--- src/rtl/line_follow_pkg.sv ---
// line_follow_pkg: shared steer encodings, channel numbers and sample width
package line_follow_pkg;
  localparam int SAMPLE_W = 12;
  localparam logic [2:0] CH_LEFT = 3'd5;
  localparam logic [2:0] CH_CENTER = 3'd6;
  localparam logic [2:0] CH_RIGHT = 3'd7;
  typedef enum logic [1:0] {
    STEER_FWD = 2'b00,
    STEER_LEFT = 2'b01,
    STEER_RIGHT = 2'b10,
    STEER_LOST = 2'b11
  } steer_t;
  function automatic steer_t steer_target(input logic [2:0] p, input steer_t cur);
    return (p == 3'b010 || p == 3'b111) ? STEER_FWD :
           (p == 3'b100 || p == 3'b110) ? STEER_LEFT :
           (p == 3'b001 || p == 3'b011) ? STEER_RIGHT : cur;
  endfunction
endpackage

--- src/rtl/sensor_channel_filter.sv ---
// sensor_channel_filter: hysteresis threshold plus per-frame debounce of one sensor
module sensor_channel_filter
  import line_follow_pkg::*;
#(
  parameter logic [SAMPLE_W-1:0] THRESH_HI = 12'd2000,
  parameter logic [SAMPLE_W-1:0] THRESH_LO = 12'd1500,
  parameter int unsigned DEBOUNCE = 2
) (
  input  logic                clk_50,
  input  logic                rst_n,
  input  logic                sample_strobe,
  input  logic [SAMPLE_W-1:0] sample_data,
  input  logic                frame_ready,
  output logic                line
);
  logic       raw;
  logic [3:0] cnt;
  always_ff @(posedge clk_50) begin
    if (!rst_n) begin
      raw <= 1'b0;
      cnt <= 4'd0;
      line <= 1'b0;
    end else begin
      if (sample_strobe)
        raw <= (sample_data >= THRESH_HI) ? 1'b1 : (sample_data <= THRESH_LO) ? 1'b0 : raw;
      if (frame_ready) begin
        cnt <= (raw != line && cnt + 4'd1 != 4'(DEBOUNCE)) ? cnt + 4'd1 : 4'd0;
        line <= (raw != line && cnt + 4'd1 == 4'(DEBOUNCE)) ? ~line : line;
      end
    end
  end
endmodule

--- src/rtl/line_sensor_decoder.sv ---
// line_sensor_decoder: frame assembly, steering FSM, node detect and stale watchdog
module line_sensor_decoder
  import line_follow_pkg::*;
#(
  parameter logic [SAMPLE_W-1:0] THRESH_HI = 12'd2000,
  parameter logic [SAMPLE_W-1:0] THRESH_LO = 12'd1500,
  parameter int unsigned DEBOUNCE = 2,
  parameter int unsigned LOST_FRAMES = 4,
  parameter int unsigned TIMEOUT = 200000
) (
  input  logic                clk_50,
  input  logic                rst_n,
  input  logic                sample_valid,
  input  logic [2:0]          sample_ch,
  input  logic [SAMPLE_W-1:0] sample_data,
  output logic                line_l,
  output logic                line_c,
  output logic                line_r,
  output logic [1:0]          steer,
  output logic                frame_done,
  output logic                node_pulse,
  output logic [7:0]          node_count,
  output logic                stale
);
  localparam int TW = $clog2(TIMEOUT + 1);
  logic [2:0]    mask, nmask, hit, deb, pat;
  logic          frame_ready, fr_d, prev_node, node_hit;
  logic [3:0]    lost, lost_n;
  logic [TW-1:0] tcnt;
  steer_t        state;
  always_comb begin
    hit = (sample_valid && sample_ch >= CH_LEFT) ? 3'b001 << (sample_ch - CH_LEFT) : 3'b000;
    nmask = mask | hit;
    pat = {deb[0], deb[1], deb[2]};
    lost_n = (lost == 4'(LOST_FRAMES)) ? lost : lost + 4'd1;
    node_hit = pat == 3'b111 && !prev_node;
  end
  for (genvar i = 0; i < 3; i++) begin : g_ch
    sensor_channel_filter #(
      .THRESH_HI(THRESH_HI),
      .THRESH_LO(THRESH_LO),
      .DEBOUNCE(DEBOUNCE)
    ) u_filt (
      .clk_50(clk_50),
      .rst_n(rst_n),
      .sample_strobe(hit[i]),
      .sample_data(sample_data),
      .frame_ready(frame_ready),
      .line(deb[i])
    );
  end
  always_ff @(posedge clk_50) begin
    if (!rst_n) begin
      mask <= 3'b000;
      frame_ready <= 1'b0;
      fr_d <= 1'b0;
      frame_done <= 1'b0;
      node_pulse <= 1'b0;
      node_count <= 8'd0;
      prev_node <= 1'b0;
      {line_l, line_c, line_r} <= 3'b000;
      state <= STEER_FWD;
      lost <= 4'd0;
      tcnt <= '0;
    end else begin
      mask <= (nmask == 3'b111) ? 3'b000 : nmask;
      frame_ready <= nmask == 3'b111;
      fr_d <= frame_ready;
      frame_done <= fr_d;
      node_pulse <= fr_d && node_hit;
      tcnt <= frame_ready ? '0 : stale ? tcnt : tcnt + 1'b1;
      if (fr_d) begin
        {line_l, line_c, line_r} <= pat;
        prev_node <= pat == 3'b111;
        lost <= (pat == 3'b000) ? lost_n : 4'd0;
        state <= (pat == 3'b000) ? ((lost_n == 4'(LOST_FRAMES)) ? STEER_LOST : state) : steer_target(pat, state);
        if (node_hit && node_count != 8'hff) node_count <= node_count + 8'd1;
      end
    end
  end
  assign stale = tcnt == TW'(TIMEOUT);
  assign steer = stale ? STEER_LOST : state;
endmodule

--- config.mk ---
export PLATFORM = sky130hd
export DESIGN_NAME = line_sensor_decoder
export DESIGN_NICKNAME = d
export VERILOG_FILES = /design/src/rtl/line_follow_pkg.sv /design/src/rtl/sensor_channel_filter.sv /design/src/rtl/line_sensor_decoder.sv
export SDC_FILE = /design/constraint.sdc
export NUM_CORES = 1
export LEC_CHECK = 0
export ABC_AREA = 1
export ABC_CLOCK_PERIOD_IN_PS = 1300
export CAP_MARGIN = 20
export CORE_MARGIN = 2
export CORE_UTILIZATION = 51
export DETAILED_ROUTE_END_ITERATION = 6
export HOLD_SLACK_MARGIN = 0.06
export PLACE_DENSITY = 0.76
export SYNTH_ARGS = -nofsm -noshare
export SYNTH_HDL_FRONTEND = slang
export SYNTH_HIERARCHICAL = 1
export SYNTH_SLANG_ARGS = --single-unit
--- constraint.sdc ---
create_clock -name clk_50 -period 1.3 [get_ports clk_50]
set_input_delay 0.13 -clock clk_50 [delete_from_list [all_inputs] [get_ports clk_50]]
set_output_delay 0.13 -clock clk_50 [all_outputs]
set_load 0.01 [all_outputs]
==> flow_summary_export.csv <==
group,metric,value,unit
global_route,grt_max_degree,29,
yosys,yosysSeqAreaShare,0.367,
sta,worstMarginPinSlew,452,ps
global_route,grt_pass1_wl,13600,µm
clocking,cts_tree,"done",
power_and_ir_drop,power_frac_comb,0.076,
sta,finClkSkew,9.51,ps
sta,fin_tns_setup,-2080,ps
placed_design,globalplace.congestion,0.843,
drt,viasPerCell,5.20,
yosys,postSynthCellCount,465,
worst_hold_path,hold_class,"register to register",
clocking,clockBufferDepth,2,
yosys,ys_seq_elements,61,
finish,multi_input_area,2200,µm²
sta,drv_slew,0,
die,fp.dieH,84.8,µm
setup_path,cp-end-kind,"output pin",
drt,finalWirelength,9230,µm
drt,drtIter0Drc,162,
sta,layout_min_cycle_time,1660,ps
finish,final_cell_mix,"nand2_1, buf_4, inv_1",
global_route,grt_usage,0.233,
clocking,clk_pin_slew,70,ps
job,cap_violations,0,
finish,final_common_cell,"nand2_1",
setup_path,cp_slowest_cell,"dfxtp_1",
power_and_ir_drop,p_switching,0.916,mW
clocking,clock_sinks,61,
clocking,root_buffer,"clkbuf_8",
yosys,synth_top_cell_by_area,"dfxtp_1",
setup_path,path_delay_family,"simple AND/OR/NAND/NOR gates",
finish,nFillCells,411,
die,core,6350,µm²
power_and_ir_drop,p_int,2.98,mW
finish,nets,606,
power_and_ir_drop,clkPwrFrac,0.443,
sta,max_freq,604,MHz
yosys,synth_area,3330,µm²
yosys,yosysWarningCount,6,
drt,ant_nets,0,
finish,seq_area,1270,µm²
sta,finalCritPeriodShare,1.27,
setup_path,worst-endpoint-arrival,1530,ps
sta,setup_ws,-357,ps
die,chipWidth,84.8,µm
finish,diodes,0,
die,pin_count,34,
clocking,clk_latency,340,ps
clocking,cts.htree.levels,3,
setup_path,crit_type,"register to output pin",
setup_path,path_cells,"nor2_1, nand4_1, nor2_2, buf_4, buf_6",
setup_path,required,1170,ps
yosys,synth_area_leaders,"dfxtp_1, nand2_1, inv_1",
power_and_ir_drop,vdd_drop_max,697,µV
drt,drc,0,
drt,vias,3420,
die,start_util,0.525,
clocking,hold_buffers,0,
global_route,antenna_found_initial,0,
setup_path,cp_num_buf_inv,2,
die,dieArea,7200,µm²
drt,wire_per_inst,14.0,µm
placed_design,dp_hpwl,5650,µm
clocking,cts_buffers,9,
power_and_ir_drop,pwr_density_cell,794,nW/µm²
setup_path,cp_max_fo,4,
sta,finalSetupViolCount,20,
sta,maxSlewHeadroom,0.697,
yosys,synth_area_per_cell,7.17,µm²
sta,finalHoldViolCount,0,
global_route,grt_overflow,0,
sta,hold_ws,480,ps
power_and_ir_drop,p_leak,2.05,nW
die,rows,29,
drt,dr.pass1.iters,4,
power_and_ir_drop,swShare,0.235,
global_route,grt_pass1_vias,3168,
yosys,synth.top_cell.area_share,0.367,
placed_design,buffer_ports.inserted,33,
run_status,status,"finished with violations",
finish,drive_gt1_frac,0.375,
finish,syn_to_final_growth,47.4,%
setup_path,worstSetupStartpointType,"register",
placed_design,placed_cells,622,
yosys,yosysUniqueCellTypes,38,
yosys,synthesis.nets,494,
setup_path,max_stage_delay,340,ps
run_status,failed_checks,"negative setup slack",
finish,finalNonFillerCells,658,
sta,grt_setup_unrepaired,"true",
power_and_ir_drop,seq_power_share,0.482,
[tightest hold or removal path: stages, from the launching register on]
cell and delay (ps):
dfxtp_1 310, nand2_1 60, a21oi_1 60
[per-layer routing]
metal | wire [µm] | up-vias | global-route usage
met5 | 0 | - | 0
met4 | 146 | 0 | 0.102
met3 | 363 | 14 | 0.0467
met2 | 4890 | 72 | 0.422
met1 | 3830 | 1596 | 0.264
li1 | - | 1738 | -
[cell type report]
cell class | count | area share
Multi-Input combinational cell | 335 | 0.448
Sequential cell | 61 | 0.258
Timing Repair Buffer | 105 | 0.181
Inverter | 65 | 0.0522
Clock buffer | 11 | 0.0308
Tap cell | 77 | 0.0196
Clock inverter | 4 | 0.00968
[through the flow]
stage / utilization / setup WS [ps] / total power, mW / cell area [µm²]
6_report: 0.773 / -357 / 3.90 / 4910
3_3_place_gp: 0.654 / -357 / 2.15 / 4150
2_1_floorplan: - / 3.54 / 2.04 / 3370
5_1_grt: 0.773 / -438 / 4.02 / 4910
3_5_place_dp: 0.654 / -390 / 2.16 / 4150
4_1_cts: 0.719 / -286 / 3.88 / 4560
[synth_stat cells (all sizes together)]
| cell type | number |
|---|---|
| nand3 | 41 |
| nand2b | 3 |
| xor2 | 9 |
| o21bai | 4 |
| nand4 | 8 |
| nand2 | 92 |
| nor4 | 3 |
| o21ai | 35 |
| a31oi | 1 |
| clkbuf | 1 |
| or2 | 8 |
| inv | 63 |
| nor2 | 53 |
| a21oi | 48 |
| dfxtp | 61 |
| buf | 3 |
| clkinv | 2 |
| nor3 | 10 |
| ha | 11 |
| nor3b | 1 |
| nand3b | 5 |
| xnor2 | 3 |
[final timing paths]
check,cells after the start,startpoint,endpoint,slack (ps)
max,5,tcnt[3]$_SDFFE_PP0N_,stale,-360
max reg2reg,11,tcnt[1]$_SDFFE_PP0N_,tcnt[16]$_SDFFE_PP0N_,-150
min,2,lost[3]$_SDFFE_PN0P_,lost[3]$_SDFFE_PN0P_,480
min reg2reg,2,lost[3]$_SDFFE_PN0P_,lost[3]$_SDFFE_PN0P_,480
[timing repair]
item	4_1_cts	5_1_grt
resized for setup	70	82
setup endpoints to repair	32	36
setup buffers	11	11
pin swaps	18	53
hold endpoints to repair	0	0
[power groups by stage]
stage,clock network [mW],registers [mW],logic (mW)
2_1_floorplan,0,1.93,0.106
3_3_place_gp,0,1.93,0.225
3_5_place_dp,0,1.93,0.232
4_1_cts,1.74,1.89,0.249
5_1_grt,1.83,1.88,0.320
6_report,1.73,1.88,0.296
[cells by family (layout without fill, tap and decap cells)]
kind of cell / after synthesis / count (layout) / share of synthesized area
XOR/XNOR: 12 / 12 / 0.0383
buffers and inverters: 69 / 185 / 0.0830
adder cells (fa/ha/maj): 11 / 11 / 0.0413
flip-flops: 61 / 61 / 0.367
AO/OA/AOI/OAI: 88 / 88 / 0.150
AND/OR/NAND/NOR: 224 / 224 / 0.321
[state kept, by name (all words and copies together) (netlist names)]
register,flops
frame_done,1
prev_node,1
mask,3
node_count,8
line_r,1
node_pulse,1
line_l,1
tcnt,18
frame_ready,1
state,2
g_ch.u_filt/line,3
g_ch.u_filt/cnt,12
g_ch.u_filt/raw,3
fr_d,1
line_c,1
lost,4
Power figures use the tool's default switching activity.
